## config.mk

```make
export PLATFORM = sky130hd
export DESIGN_NAME = acia_6502
export DESIGN_NICKNAME = d
export VERILOG_FILES = /design/src/rtl/acia_pkg.sv /design/src/rtl/acia_rx.sv /design/src/rtl/acia_6502.sv
export SDC_FILE = /design/constraint.sdc
export NUM_CORES = 1
export LEC_CHECK = 0
export ABC_AREA = 0
export CAP_MARGIN = 20
export CORE_MARGIN = 4
export CORE_UTILIZATION = 55
export CTS_BUF_LIST = sky130_fd_sc_hd__clkbuf_8
export DETAILED_ROUTE_END_ITERATION = 16
export PLACE_DENSITY_LB_ADDON = 0.3
export REMOVE_ABC_BUFFERS = 1
export SLEW_MARGIN = 5
export SYNTH_ARGS = -nofsm -noshare
export SYNTH_HDL_FRONTEND = slang
export SYNTH_SLANG_ARGS = --single-unit
```

## constraint.sdc

```tcl
create_clock -name clk -period 1.6 [get_ports clk]
set_input_delay 0.16 -clock clk [delete_from_list [all_inputs] [get_ports clk]]
set_output_delay 0.16 -clock clk [all_outputs]
set_load 0.03 [all_outputs]
```

## src/rtl/acia_pkg.sv

```systemverilog
// Register map, status/control bit positions and FSM encodings shared by the
// 6502 ACIA top level and its receiver.
package acia_pkg;

  // Oversample ticks per serial bit; fixed by the framing logic.
  localparam int OVS_RATE = 16;
  localparam logic [3:0] TICK_LAST = 4'(OVS_RATE - 1);
  localparam logic [3:0] TICK_MID  = 4'(OVS_RATE / 2 - 1);

  localparam logic [1:0] ACIA_STATUS = 2'd0;
  localparam logic [1:0] ACIA_DATA   = 2'd1;
  localparam logic [1:0] ACIA_CTRL   = 2'd2;

  localparam int ST_RXF  = 7;
  localparam int ST_TXE  = 6;
  localparam int ST_OVR  = 5;
  localparam int ST_FERR = 4;
  localparam int ST_BUSY = 1;
  localparam int ST_IRQ  = 0;

  localparam int CTRL_RX_IE = 7;
  localparam int CTRL_TX_IE = 6;

  typedef enum logic {
    TX_IDLE,
    TX_SHIFT
  } tx_state_t;

  typedef enum logic [1:0] {
    RX_IDLE,
    RX_START,
    RX_DATA,
    RX_STOP
  } rx_state_t;

  function automatic logic [7:0] pack_status(input logic rxf, input logic txe,
                                             input logic ovr, input logic ferr,
                                             input logic busy, input logic irq);
    logic [7:0] s;
    s          = 8'h00;
    s[ST_RXF]  = rxf;
    s[ST_TXE]  = txe;
    s[ST_OVR]  = ovr;
    s[ST_FERR] = ferr;
    s[ST_BUSY] = busy;
    s[ST_IRQ]  = irq;
    return s;
  endfunction

endpackage

```

## src/rtl/acia_rx.sv

```systemverilog
// 8N1 receiver: two-flop synchroniser, start-bit qualification, mid-bit
// sampling and a one-clock strobe carrying the byte and framing error.
module acia_rx
  import acia_pkg::*;
(
  input  logic       clk,
  input  logic       reset,
  input  logic       i_tick,
  input  logic       i_rx,
  output logic [7:0] o_rx_byte,
  output logic       o_rx_stb,
  output logic       o_rx_ferr
);

  rx_state_t  r_state;
  logic       r_sync1;
  logic       r_sync2;
  logic       r_rx_d;
  logic [3:0] r_tick_cnt;
  logic [3:0] r_bit_idx;
  logic [7:0] r_shift;
  logic [7:0] r_byte;
  logic       r_stb;
  logic       r_ferr;
  logic       w_fall;

  assign w_fall    = r_rx_d & ~r_sync2;
  assign o_rx_byte = r_byte;
  assign o_rx_stb  = r_stb;
  assign o_rx_ferr = r_ferr;

  always_ff @(posedge clk) begin
    if (!reset) begin
      r_sync1    <= 1'b1;
      r_sync2    <= 1'b1;
      r_rx_d     <= 1'b1;
      r_state    <= RX_IDLE;
      r_tick_cnt <= 4'd0;
      r_bit_idx  <= 4'd0;
      r_shift    <= 8'h00;
      r_byte     <= 8'h00;
      r_stb      <= 1'b0;
      r_ferr     <= 1'b0;
    end else begin
      r_sync1 <= i_rx;
      r_sync2 <= r_sync1;
      r_rx_d  <= r_sync2;
      r_stb   <= 1'b0;
      case (r_state)
        RX_IDLE: begin
          if (w_fall) begin
            r_state    <= RX_START;
            r_tick_cnt <= 4'd0;
          end
        end
        RX_START: begin
          if (i_tick) begin
            r_tick_cnt <= r_tick_cnt + 4'd1;
            // Half a bit in: a line already back high was only a glitch.
            if (r_tick_cnt == TICK_MID) begin
              r_tick_cnt <= 4'd0;
              r_bit_idx  <= 4'd0;
              r_state    <= r_sync2 ? RX_IDLE : RX_DATA;
            end
          end
        end
        RX_DATA: begin
          if (i_tick) begin
            r_tick_cnt <= r_tick_cnt + 4'd1;
            if (r_tick_cnt == TICK_LAST) begin
              r_shift   <= {r_sync2, r_shift[7:1]};
              r_bit_idx <= r_bit_idx + 4'd1;
              if (r_bit_idx == 4'd7) begin
                r_state <= RX_STOP;
              end
            end
          end
        end
        RX_STOP: begin
          if (i_tick) begin
            r_tick_cnt <= r_tick_cnt + 4'd1;
            if (r_tick_cnt == TICK_LAST) begin
              r_byte  <= r_shift;
              r_ferr  <= ~r_sync2;
              r_stb   <= 1'b1;
              r_state <= RX_IDLE;
            end
          end
        end
        default: r_state <= RX_IDLE;
      endcase
    end
  end

endmodule

```

## src/rtl/acia_6502.sv

```systemverilog
// Memory-mapped 8N1 UART for the 6502 bus: register window with registered
// read data, shared oversample divider, transmitter and level IRQ.
module acia_6502
  import acia_pkg::*;
#(
  parameter int OVS_DIV = 13
) (
  input  logic       clk,
  input  logic       reset,
  input  logic       cs,
  input  logic       we,
  input  logic [1:0] rs,
  input  logic [7:0] din,
  output logic [7:0] dout,
  output logic       irq,
  input  logic       rx,
  output logic       tx
);

  localparam int DIV_W = $clog2(OVS_DIV + 1);
  localparam logic [DIV_W-1:0] DIV_LAST = DIV_W'(OVS_DIV - 1);

  logic [DIV_W-1:0] r_div;
  logic             w_tick;

  logic       r_rx_ie;
  logic       r_tx_ie;
  logic       r_rxf;
  logic       r_ovr;
  logic       r_ferr;
  logic [7:0] r_rxdata;
  logic [7:0] r_dout;
  logic       r_irq;

  tx_state_t  r_tx_state;
  logic [7:0] r_tx_hold;
  logic       r_txe;
  logic [9:0] r_tx_shift;
  logic [3:0] r_tx_tick;
  logic [3:0] r_tx_bit;
  logic       r_tx_busy;

  logic       w_rd;
  logic       w_rd_data;
  logic       w_wr_ctrl;
  logic       w_wr_data;
  logic [7:0] w_status;
  logic [7:0] w_rd_mux;
  logic [7:0] w_rx_byte;
  logic       w_rx_stb;
  logic       w_rx_ferr;

  assign w_tick    = (r_div == DIV_LAST);
  assign w_rd      = cs & ~we;
  assign w_rd_data = w_rd & (rs == ACIA_DATA);
  assign w_wr_ctrl = cs & we & (rs == ACIA_STATUS);
  assign w_wr_data = cs & we & (rs == ACIA_DATA);
  assign w_status  = pack_status(r_rxf, r_txe, r_ovr, r_ferr, r_tx_busy, r_irq);

  assign dout = r_dout;
  assign irq  = r_irq;
  assign tx   = r_tx_shift[0];

  always_ff @(posedge clk) begin
    if (!reset) begin
      r_div <= '0;
    end else if (w_tick) begin
      r_div <= '0;
    end else begin
      r_div <= r_div + DIV_W'(1);
    end
  end

  acia_rx u_rx (
    .clk       (clk),
    .reset     (reset),
    .i_tick    (w_tick),
    .i_rx      (rx),
    .o_rx_byte (w_rx_byte),
    .o_rx_stb  (w_rx_stb),
    .o_rx_ferr (w_rx_ferr)
  );

  always_comb begin
    w_rd_mux = 8'h00;
    case (rs)
      ACIA_STATUS: w_rd_mux = w_status;
      ACIA_DATA:   w_rd_mux = r_rxdata;
      ACIA_CTRL:   w_rd_mux = {r_rx_ie, r_tx_ie, 6'b000000};
      default:     w_rd_mux = 8'h00;
    endcase
  end

  always_ff @(posedge clk) begin
    if (!reset) begin
      r_dout   <= 8'h00;
      r_rx_ie  <= 1'b0;
      r_tx_ie  <= 1'b0;
      r_rxf    <= 1'b0;
      r_ovr    <= 1'b0;
      r_ferr   <= 1'b0;
      r_rxdata <= 8'h00;
      r_irq    <= 1'b0;
    end else begin
      if (w_rd) begin
        r_dout <= w_rd_mux;
      end
      if (w_wr_ctrl) begin
        r_rx_ie <= din[CTRL_RX_IE];
        r_tx_ie <= din[CTRL_TX_IE];
      end
      // A new byte beats a simultaneous RXDATA read; the CPU still gets the old one.
      if (w_rx_stb) begin
        r_rxdata <= w_rx_byte;
        r_rxf    <= 1'b1;
        r_ferr   <= w_rx_ferr;
        if (w_rd_data) begin
          r_ovr <= 1'b0;
        end else if (r_rxf) begin
          r_ovr <= 1'b1;
        end
      end else if (w_rd_data) begin
        r_rxf <= 1'b0;
        r_ovr <= 1'b0;
      end
      r_irq <= (r_rx_ie & r_rxf) | (r_tx_ie & r_txe);
    end
  end

  always_ff @(posedge clk) begin
    if (!reset) begin
      r_tx_state <= TX_IDLE;
      r_tx_hold  <= 8'h00;
      r_txe      <= 1'b1;
      r_tx_shift <= '1;
      r_tx_tick  <= 4'd0;
      r_tx_bit   <= 4'd0;
      r_tx_busy  <= 1'b0;
    end else begin
      // Writes only land in an empty holding register; otherwise they are dropped.
      if (w_wr_data && r_txe) begin
        r_tx_hold <= din;
        r_txe     <= 1'b0;
      end
      case (r_tx_state)
        TX_IDLE: begin
          if (!r_txe) begin
            r_tx_shift <= {1'b1, r_tx_hold, 1'b0};
            r_txe      <= 1'b1;
            r_tx_busy  <= 1'b1;
            r_tx_tick  <= 4'd0;
            r_tx_bit   <= 4'd0;
            r_tx_state <= TX_SHIFT;
          end
        end
        TX_SHIFT: begin
          if (w_tick) begin
            r_tx_tick <= r_tx_tick + 4'd1;
            if (r_tx_tick == TICK_LAST) begin
              if (r_tx_bit != 4'd9) begin
                r_tx_bit   <= r_tx_bit + 4'd1;
                r_tx_shift <= {1'b1, r_tx_shift[9:1]};
              end else if (!r_txe) begin
                // Next byte already waiting: start it with no idle gap.
                r_tx_shift <= {1'b1, r_tx_hold, 1'b0};
                r_txe      <= 1'b1;
                r_tx_bit   <= 4'd0;
              end else begin
                r_tx_shift <= '1;
                r_tx_busy  <= 1'b0;
                r_tx_state <= TX_IDLE;
              end
            end
          end
        end
        default: r_tx_state <= TX_IDLE;
      endcase
    end
  end

endmodule

```

# After elaboration in Yosys (flattened, before gate mapping)
# Index checks and enable logic that the tools add are counted.
# Widths: inputs -> output; s select.
# classes
addsub,5
eq_ne,25
n_mux,58
n_bitwise,13
reduce_logical,19
# ops
operator,count
$mux 4,14
$mux 10,3
$ne 2x1->1 const B,12
$pmux 4 s2,3
$pmux 8 s3,1
$add 4x1->4 const B,5
$mux 1,20
$pmux 10 s2,1
$mux 2,9
$mux 9,2
$reduce_and 3->1,5
$eq 4x4->1 const B,3
$pmux 4 s3,1
$reduce_and 5->1,2
$and 1x1->1,8
$eq 4x3->1 const B,2
$pmux 2 s4,1
$reduce_and 8->1,1
$eq 2x2->1 const B,3
$pmux 1 s2,3
$reduce_and 2->1,3
$reduce_bool 2->1,3
$eq 2x1->1 const B,2
$logic_not 2->1,2
6 further kinds,11
# word_totals
inputBits,15
register_bits,86
wordCells,146

# Logic depth before layout (Yosys ltp)
# Gate-level depths: netlist of the first run.
# logic_depth
word_depth,9
mapped_depth,8
ltp_nobuf,6

# Hierarchy
# A second synthesis of the first run with hierarchy kept.
# hier_totals
hier_cells,382
hier_area_um2,3573.4
# modules_own_cells
module,seq_area_each_um2,n_inst,cells_each,area_per_inst_um2
acia_6502,1081.0,1,239,2275.9
acia_rx,620.6,1,143,1297.5

# Worst setup path before layout of the first run
# OpenSTA, ideal clock, no wires.
# synth_timing
path_kind,reg-to-reg
start,register r_div[0]
end,register u_rx.r_state[0]
slack_ps,-10
setup_ps,112
n_path_buf,1
synth_period_minus_slack_ps,1610
path_stages_with_launch,8
t_arrival_ps,1498
required_ps,1488
cell_sequence,dfxtp_1 inv_1 ha_1 and3_1 buf_2 nand4_1 o21ai_0 a2111oi_1
# synth_between
elab_chain_len,3
word_cells_on_any_way,5
cone_classes,4 x eq/ne; 1 x reduce/logical
# synth_rtl
element,line,text
from (decl),acia_6502.sv:23,logic [DIV_W-1:0] r_div;
from (signal assigned),acia_6502.sv:70,r_div <= r_div + DIV_W'(1);
$eq 4x4->1 *,acia_6502.sv:53,assign w_tick = (r_div == DIV_LAST);
$ne 2x1->1 (no source line),-,
$reduce_and 8->1 (no source line) *,-,
to (signal assigned),acia_rx.sv:63,r_state <= r_sync2 ? RX_IDLE : RX_DATA;
to (decl),acia_rx.sv:15,rx_state_t r_state;
# Every way passes the cells marked *; elsewhere a longest branch is shown, timed or not.
# A chain may end at the register's enable or synchronous reset.

# Worst setup path after layout of the first run
# layout_timing
start,register r_div[1]
end,register u_rx.r_state[0]
# The elaborated chain is that of the path after synthesis.

==> impl_metrics.tcl, run 1 <==
set metrics [dict create \
    status "finished clean" \
    insertion_delay_ns 0.34 \
    syn2layout_area_growth_pct 20.21 \
    yosys_warnings 0 \
    yosys-top-cells-area "dfxtp_1 48%, mux2i_1 12%, nor2_1 6.6%" \
    grtUsageMet2_pct 31.88 \
    min_period_ns 1.555 \
    fin_util_pct 69.73 \
    synthFlopType "dfxtp_1" \
    slew_violations 0 \
    synth_seq_area_share_pct 48.12 \
    diodes 0 \
    power.density_nw_per_um2 867.0 \
    gr-usage-met3_pct 3.387 \
    die_x_um 88.18 \
    synth_top_area_share_pct 48.12 \
    post_drt_wl_per_cell_um 14.41 \
    grt_pass1_vias 2671 \
    num_rows 28 \
    grtUsageTotal_pct 19.85 \
    route.detailed.drc 0 \
    gp_congestion 0.7780 \
    wl_um 7205 \
    tns_ns 0 \
    critPathRequiredTime_ns 1.85 \
    grt_max_degree 50 \
    worstSetupEndpointType "register" \
    dr.pass1.iters 4 \
    clkTransAtPathRegs_ns 0.08 \
    synth_cells 381 \
    netlist-cell-type-count 49 \
    drive_gt1_share_pct 15.53 \
    antenna_found_initial 0 \
    critPathLaunchType "register" \
    overflow 0 \
    maxCapViolations 0 \
    nFillCells 475 \
    fp.dieArea_um2 7776 \
    cts_hold_buffers 0 \
    syn-cell-area_um2 3536 \
    slew_headroom_pct 74.57 \
    nNetsFinal 442 \
    multi_input_area_um2 1793 \
    rsz0062_at_grt "yes" \
    ios 25 \
    setup_viol_count_final 0 \
    cp.arrival_ns 1.80 \
    start_util_pct 58.00 \
    vdd_drop_max_v 0.0006084 \
    worstPathMaxFanout 5 \
    worst_pin_slew_ns 0.3786 \
    vias 2853 \
    detail-route-antenna-nets 0 \
    synth_top_area_cell "dfxtp_1" \
    cts_buffers 9 \
    synth_edf_count 0 \
    hold_viol_final 0 \
    power_leakage_nw 1.652 \
    cts_htree_levels 3 \
    grt.busiest_layer "met2" \
    die_y_um 88.18 \
    place.detailed.hpwl_um 4866 \
    synth_area_per_cell_um2 9.281 \
    use_met1_pct 26.46 \
    ctsLongestPathBuffers 2 \
    cts_tree "yes" \
    synth-seq-cells 85 \
    seqCellArea_um2 1704 \
    grt_pass1_wl_um 12130 \
    async_reset_ff_share_pct 0 \
    holdWs_ns 0.3842 \
    drtIter0Drc 142 \
    cts_num_sinks 85 \
    via_per_inst 5.706 \
    worstSetupPathType "register to register" \
    worst_hold_path_type "primary input to register" \
    fin_skew_ns 0.009181 \
    max_freq_mhz 643.0 \
    period_share_pct 97.21 \
    core-area_um2 6096 \
    fin_area_um2 4250 \
    port_buffers 24 \
    root_buffer "clkbuf_8" \
    place_area_um2 3965 \
]
-- final timing paths --
check | startpoint | end | slack [ns] | cells past startpoint
min | rx | u_rx.r_sync1 | 0.38 | 2
min reg2reg | u_rx.r_sync1 | u_rx.r_sync2 | 0.42 | 1
max | r_div[1] | u_rx.r_state[0] | 0.04 | 6
max reg2reg | r_div[1] | u_rx.r_state[0] | 0.04 | 6
-- cell usage in the layout, fill, tap and decap left out, types with 2 or more instances in the layout --
master	synthesis	layout
mux2_2	4	4
nand3_1	14	12
dfxtp_1	85	83
o21a_1	3	2
a22oi_1	8	8
o2bb2ai_1	2	2
o221ai_1	7	6
nand2_2	0	2
a21oi_1	14	14
o21ai_1	1	3
clkinvlp_4	0	3
mux2i_1	43	43
nand2b_1	5	5
dfxtp_2	0	2
nand2_1	24	22
ha_1	7	6
inv_1	11	13
nor2_1	62	61
buf_4	2	22
and3_1	6	5
a31oi_1	3	3
nor3_1	7	6
nand3b_1	3	3
nor2b_1	6	6
o21ai_0	12	10
clkdlybuf4s50_1	0	24
xnor2_1	2	2
clkbuf_8	0	9
a211oi_1	3	3
nand4_1	4	4
o221a_2	2	2
buf_2	6	2
-- Yosys cell counts (all sizes together), types with 2 or more instances --
cell type and instances:
dfxtp 85, nor2 62, mux2i 43, nand2 24, a21oi 14, nand3 14
clkbuf 13, o21ai 13, inv 12, buf 9, a22oi 8, nor3 8
ha 7, o221ai 7, and3 6, nor2b 6, nand2b 5, a31oi 4
mux2 4, nand4 4, a211oi 3, nand3b 3, o21a 3, o221a 2
o2bb2ai 2, or2 2, xnor2 2
-- what timing repair did --
item,in CTS,in global routing
gates resized for setup,3,23
setup buffers,0,0
endpoints found under the setup margin,21,45
pin swaps,0,3
cloned,0,2
-- registers in the layout (all words and copies together) (netlist names), 4 cells and up, named ones only --
register         flops
r_tx_tick            4
u_rx.r_tick_cnt      4
u_rx.r_shift         8
r_div                4
u_rx.r_bit_idx       4
r_tx_bit             4
u_rx.o_rx_byte       8
dout                 8
r_tx_shift           9
r_tx_hold            8
r_rxdata             8
-- stage by stage --
step	total power, mW	cells	setup slack (ns)
after global routing	3.838	500	-0.06012
final	3.685	500	0.04468
after detailed placement	2.406	482	-0.06552
after CTS	3.695	498	-0.06022
after floorplan	2.294	359	-0.6876
after global placement	2.400	482	0.04515
-- worst max-delay path, cell delays in order, from the launching register on --
cell and delay, ns:
dfxtp_1 0.32, inv_1 0.11, ha_4 0.18, and3_4 0.22, o2111ai_1 0.11, and3_1 0.21, a2111oi_4 0.30
-- area by class of cell --
cell class / instances / share of cell area [%]
tap: 75 / 2.208
clock inverter: 7 / 1.030
multi-input combinational: 262 / 42.18
timing repair buffer: 50 / 10.51
clock buffer: 9 / 2.914
inverter: 12 / 1.060
sequential: 85 / 40.09
-- kinds of logic (layout without fill, tap and decap cells) --
family                   count (synthesis)  after routing  share of synthesized area [%]
AND/OR/NAND/NOR                        142            142                          18.93
multiplexers                            47             47                          13.45
flip-flops                              85             85                          48.12
AO/OA/AOI/OAI                           64             64                          12.49
buffers and inverters                   34             78                          4.034
XOR/XNOR                                 2              2                         0.4955
adder cells (fa/ha/maj)                  7              7                          2.477
-- layer usage --
metal | part of all wire [%] | vias up
li1 | - | 1422
met1 | 48 | 1353
met2 | 46 | 70
met3 | 4.0 | 8
met4 | 1.5 | 0
met5 | 0 | -
-- power by group --
group          leakage, nW  internal [mW]  switching [mW]  total, mW
Sequential           0.688           2.14          0.0195       2.16
Combinational        0.880          0.103           0.113      0.217
Clock               0.0842          0.555           0.756       1.31
Total                 1.65           2.80           0.889       3.69
No activity file was read; power rests on OpenSTA's default activity.
==> run 2: changes to the inputs <==
ABC_AREA = 1   (was 0)
PLACE_DENSITY = 0.78   (was not set)
PLACE_DENSITY_LB_ADDON = not set   (was 0.3)
==> run 2 against run 1 <==
  * Critical path depth down 5
  * Synthesized area increased by 0.53%
  * Clock power grew 29%
  * Largest cell class is now sequential cells
  * Final cell count increased by 17%
  * Final area up 0.53%
  * Sequential cell count is the same
  * Highest routed layer unchanged
  * First-iteration DRC count is 9.2% higher
  * Largest power group unchanged
  * Setup slack better by 0.0036 ns
  * Count of clock-buffer cells in the layout is the same
  * Core utilization shrank 2.0 points
  * Worst hold slack got worse by 0.013 ns
  * Clock skew up 0.0033 ns
==> impl_metrics.tcl, run 2 <==
set metrics [dict create \
    status "finished clean" \
    grtUsageTotal_pct 20.14 \
    largest_reg_flops 9 \
    diodes 0 \
    worst_hold_path_type "primary input to register" \
    grt_max_degree 49 \
    slew_violations 0 \
    power_leakage_nw 1.805 \
    syn-cell-area_um2 3555 \
    hold_path_depth 2 \
    clkTransAtPathRegs_ns 0.09 \
    ios 25 \
    cp.arrival_ns 1.39 \
    final_cells 585 \
    yosys_warnings 0 \
    fin_util_pct 67.68 \
    synth_top_area_share_pct 47.87 \
    hold_viol_final 0 \
    place_area_um2 3964 \
    cts_htree_levels 3 \
    drive_gt1_share_pct 13.58 \
    synth_seq_area_share_pct 47.87 \
    reg2reg_from "r_div[1]" \
    port_buffers 24 \
    post_drt_wl_per_cell_um 12.79 \
    async_reset_ff_share_pct 0 \
    synth_cells 463 \
    holdWs_ns 0.3708 \
    crit_buf_inv 1 \
    final_cell_mix "96 x nor2_1, 85 x dfxtp_1, 73 x nand2_1, 41 x o21ai_0, 36 x inv_1" \
    dp_slack_ns 0.01177 \
    core-area_um2 6314 \
    fin_ws_ns 0.04824 \
    start_util_pct 56.30 \
    crit_family "buffers and inverters" \
    die_x_um 88.39 \
    synth_edf_count 0 \
    wl_um 7480 \
    route.detailed.drc 0 \
    dr.pass1.iters 4 \
    worstSetupEndpointType "output pin" \
    synth.most_common_cell "nor2_1" \
    fin_skew_ns 0.01253 \
    drtIter0Drc 155 \
    synth_area_per_cell_um2 7.677 \
    insertion_delay_ns 0.36 \
    nFillCells 525 \
    root_buffer "clkbuf_8" \
    rsz0062_at_grt "yes" \
    cts_buffers 9 \
    ctsLongestPathBuffers 2 \
    vias 3085 \
    critPathSlowestCell "clkdlybuf4s50_1" \
    worstPathMaxFanout 2 \
    period_share_pct 96.99 \
    synthTopCellsByCount "98 x nor2_1, 85 x dfxtp_1, 75 x nand2_1, 47 x o21ai_0, 35 x inv_1" \
    setup_viol_count_final 0 \
    power.density_nw_per_um2 983.8 \
    grt_pass1_vias 2957 \
    critPathLaunch "irq" \
    final_common_cell "nor2_1" \
    yosys-top-cells-area "dfxtp_1 48%, nor2_1 10%, nand2_1 7.9%" \
    via_per_inst 5.274 \
    grt_pass1_wl_um 12560 \
    cts_num_sinks 85 \
    path_cells "clkdlybuf4s50_1" \
    synthFlopType "dfxtp_1" \
    detail-route-antenna-nets 0 \
    hold_start "rx" \
    antenna_found_initial 0 \
    synth-seq-cells 85 \
    overflow 0 \
    max_freq_mhz 644.4 \
    cts_tree "yes" \
    nNetsFinal 525 \
    synth_top_area_cell "dfxtp_1" \
    slew_headroom_pct 77.17 \
    path_depth 1 \
    die_y_um 88.39 \
    place.detailed.hpwl_um 5159 \
    fin_area_um2 4273 \
    worstSetupPathType "register to output pin" \
    num_rows 29 \
    regMostFlops "r_tx_shift" \
    placed_cells 566 \
    worst_pin_slew_ns 0.3389 \
    vdd_drop_max_v 0.0007245 \
    max_stage_delay_ns 0.67 \
    min_period_ns 1.552 \
    fp.dieArea_um2 7813 \
    critPathRequiredTime_ns 1.44 \
    gp_congestion 0.8054 \
    syn2layout_area_growth_pct 20.20 \
    maxCapViolations 0 \
    cts_hold_buffers 0 \
    reg2reg_depth 9 \
    critPathLaunchType "register" \
    netlist-cell-type-count 35 \
]
run 2: cells by family after synthesis:
family                   Yosys count  synth area share (%)
buffers and inverters             54                 6.125
flip-flops                        85                 47.87
adder cells (fa/ha/maj)            7                 2.464
AO/OA/AOI/OAI                    100                 16.26
XOR/XNOR                           5                 1.232
AND/OR/NAND/NOR                  212                 26.05
run 2: path summary, 6_finish.rpt:
path | to | slack [ns]
worst max-delay path | irq | 0.05
worst min-delay path | u_rx.r_sync1 | 0.37
worst max register to register | r_tx_bit[1] | 0.08
worst min register to register | u_rx.r_sync2 | 0.42
run 2: what timing repair did:
| action | 4_1_cts | 5_1_grt |
|---|---|---|
| gates resized for setup | 0 | 22 |
| buffers inserted | 0 | 1 |
| endpoints found under the setup margin | 0 | 37 |
run 2: power breakdown:
part / internal (mW) / switching [mW] / total [mW]
Clock: 0.888 / 0.798 / 1.69
Combinational: 0.129 / 0.199 / 0.327
Sequential: 2.15 / 0.0398 / 2.19
Total: 3.17 / 1.04 / 4.20
run 2: area by class of cell:
class                           count  area (um^2)  share of cell area, %
Clock buffer                        9        123.9                  2.899
Tap cell                           77        96.34                  2.255
Timing Repair Buffer               39        384.1                  8.990
Timing Repair inverter              1        5.005                 0.1171
Clock inverter                      7        97.59                  2.284
Sequential cell                    85         1702                  39.82
Inverter                           42        166.4                  3.895
Multi-Input combinational cell    325         1698                  39.74
run 2: routing by layer:
metal | wire length [um] | share of wire [%] | GRT usage, %
met2 | 3801 | 51 | 36.71
met5 | 0 | 0 | 0
met4 | 123 | 1.6 | 7.005
met1 | 3387 | 45 | 23.00
met3 | 168 | 2.2 | 4.655
run 2: stage by stage:
stage                TNS, ns  total power, mW
floorplan            -0.4004            2.411
global placement           0            2.529
detailed placement         0            2.538
CTS                        0            4.212
global route        -0.08090            4.367
finish                     0            4.204
==> run 3: changes to the inputs <==
SYNTH_HIERARCHICAL = 1   (was not set)
==> run 3 against run 2 <==
  * Worst hold slack worse by 0.019 ns
  * Via count increased by 2.4%
  * Sequential power barely moved
  * Power decreased by 7.4%
  * First-iteration DRC count up 7.1%
  * Synthesized area is 1.1% higher
  * Combinational power is 30% lower
  * Wire length is 1.5% lower
  * Largest power group unchanged
  * Setup slack improved by 0.0031 ns
==> impl_metrics.tcl, run 3 <==
set metrics [dict create \
    port_buffers 24 \
    wl_um 7365 \
    via_per_inst 5.311 \
    ios 25 \
    worstSetupPathType "register to output pin" \
    netlist-cell-type-count 34 \
    intPower_mw 2.865 \
    gp_congestion 0.7901 \
    synth_edf_count 0 \
    synth-seq-cells 85 \
    fin_ws_ns 0.05132 \
    max_stage_delay_ns 0.67 \
    place.detailed.hpwl_um 5069 \
    critPathSlowestCell "clkdlybuf4s50_1" \
    final_cells 595 \
    path_cells "clkdlybuf4s50_1" \
    fin_area_um2 4207 \
    drive_gt1_share_pct 12.16 \
    place_area_um2 3958 \
    vdd_drop_max_v 0.0008371 \
    nFillCells 519 \
    synth.most_common_cell "dfxtp_1" \
    cts_num_sinks 85 \
    drtIter0Drc 166 \
    slew_headroom_pct 68.51 \
    syn-cell-area_um2 3595 \
    overflow 0 \
    final_cell_mix "84 x dfxtp_1, 78 x nand2_1, 70 x nor2_1, 49 x a21oi_1, 47 x o21ai_0" \
    maxCapViolations 0 \
    cts_tree "yes" \
    tns_ns 0 \
    final_common_cell "dfxtp_1" \
    critPathLaunchType "register" \
    cts_buffers 9 \
    antenna_found_initial 0 \
    grt_pass1_wl_um 12800 \
    fin_skew_ns 0.01604 \
    worst_pin_slew_ns 0.4716 \
    hold_viol_final 0 \
    cts_hold_buffers 0 \
    worst_hold_path_type "primary input to register" \
    yosys-top-cells-area "dfxtp_1 47%, nand2_1 8.4%, nor2_1 7.6%" \
    synth_cells 481 \
    clkPwrFrac_pct 38.4 \
    yosys_warnings 6 \
    cts_htree_levels 3 \
    power_leakage_nw 1.809 \
    ctsLongestPathBuffers 2 \
    regMostFlops "r_tx_shift" \
    root_buffer "clkbuf_8" \
    die_x_um 88.85 \
    die_y_um 88.85 \
    grt_pass1_vias 2992 \
    synthFlopType "dfxtp_1" \
    min_period_ns 1.549 \
    diodes 0 \
    p_sw_mw 1.027 \
    max_freq_mhz 645.7 \
    slew_violations 0 \
    dr.pass1.iters 4 \
    setup_viol_count_final 0 \
    syn2layout_area_growth_pct 17.02 \
    insertion_delay_ns 0.37 \
    start_util_pct 56.61 \
    worstSetupEndpointType "output pin" \
    power.density_nw_per_um2 925.4 \
    async_reset_ff_share_pct 0 \
    period_share_pct 96.79 \
    grtUsageTotal_pct 20.62 \
    largest_reg_flops 9 \
    p_sw_share_pct 26.39 \
    dp_slack_ns -0.09909 \
    placed_cells 579 \
    synthTopCellsByCount "85 x dfxtp_1, 80 x nand2_1, 73 x nor2_1, 50 x a21oi_1, 47 x o21ai_0" \
    route.detailed.drc 0 \
    num_rows 29 \
    cp.arrival_ns 1.39 \
    worstPathMaxFanout 2 \
    critPathRequiredTime_ns 1.44 \
    synth_area_per_cell_um2 7.473 \
    crit_buf_inv 1 \
    nNetsFinal 535 \
    synth_top_area_cell "dfxtp_1" \
    synth_top_area_share_pct 47.34 \
    synth_seq_area_share_pct 47.34 \
    crit_family "buffers and inverters" \
    rsz0062_at_grt "yes" \
    vias 3160 \
    post_drt_wl_per_cell_um 12.38 \
    seqPwrFrac_pct 55.7 \
    core-area_um2 6350 \
    status "finished clean" \
    grt_max_degree 38 \
    pwr-share-comb_pct 5.9 \
    detail-route-antenna-nets 0 \
    clkTransAtPathRegs_ns 0.10 \
    fp.dieArea_um2 7893 \
    cts_setup_buffers 0 \
]
## run 3: cell types whose count changed in the layout (fill, tap and decap cells not counted), moves of 5 or more
cell | before | now
a21oi_1 | 26 | 49
nor2_1 | 96 | 70
o21ai_0 | 41 | 47
a21oi_2 | 7 | 1
nand2_1 | 73 | 78
nor2_2 | 2 | 7
o221ai_1 | 5 | 0
nor2_4 | 1 | 7
## run 3: final cells by class
type / count / area (um^2) / share of cell area (%)
inverters: 49 / 186.4 / 4.432
clock inverters: 7 / 77.57 / 1.844
flip-flops and latches: 85 / 1703 / 40.48
repair buffers: 35 / 347.8 / 8.269
multi-input cells: 333 / 1672 / 39.74
well taps: 77 / 96.34 / 2.290
clock buffers: 9 / 123.9 / 2.945
## run 3: through the flow
step                      power, mW  hold slack (ns)  util, %
final                         3.893           0.3516    66.25
after global routing          4.063           0.3603    66.25
after CTS                     3.932           0.3438    65.62
after detailed placement      2.443           0.4014    62.33
after global placement        2.438           0.3980    62.33
after floorplan               2.334           0.2443        -
## run 3: routing by layer
metal	part of all wire, %	track usage, %
met3	4.9	7.635
met5	0	0
met2	49	35.36
met4	1.1	6.044
met1	45	24.02
## run 3: final timing paths
path                              startpoint      endpoint  slack [ns]  cells after the start
worst min-delay path                      rx  u_rx/r_sync1        0.35                      2
worst max-delay path                 dout[1]       dout[1]        0.05                      1
worst max register to register      r_div[1]    r_tx_state        0.14                     11
worst min register to register  u_rx/r_sync1  u_rx/r_sync2        0.42                      1
## run 3: cell families (layout without fill, tap and decap cells)
logic type      after synthesis  count (layout)  share of synthesized area, %
compound gates              119             119                         17.30
xor+xnor                      6               6                         1.462
fa+ha+maj                     7               7                         2.436
buf+inv                      63             100                         7.100
flops                        85              85                         47.34
simple gates                201             201                         24.36
## run 3: repair_timing
item	in CTS	in global routing
endpoints found under the setup margin	15	23
pin swaps	0	3
gates resized for setup	2	14
## run 3: power by group through the flow
| stage | combinational, mW | clock [mW] | sequential, mW |
|---|---|---|---|
| floorplan | 0.114 | 0 | 2.22 |
| global placement | 0.220 | 0 | 2.22 |
| detailed placement | 0.225 | 0 | 2.22 |
| CTS | 0.229 | 1.53 | 2.17 |
| global route | 0.261 | 1.63 | 2.18 |
| finish | 0.230 | 1.49 | 2.17 |
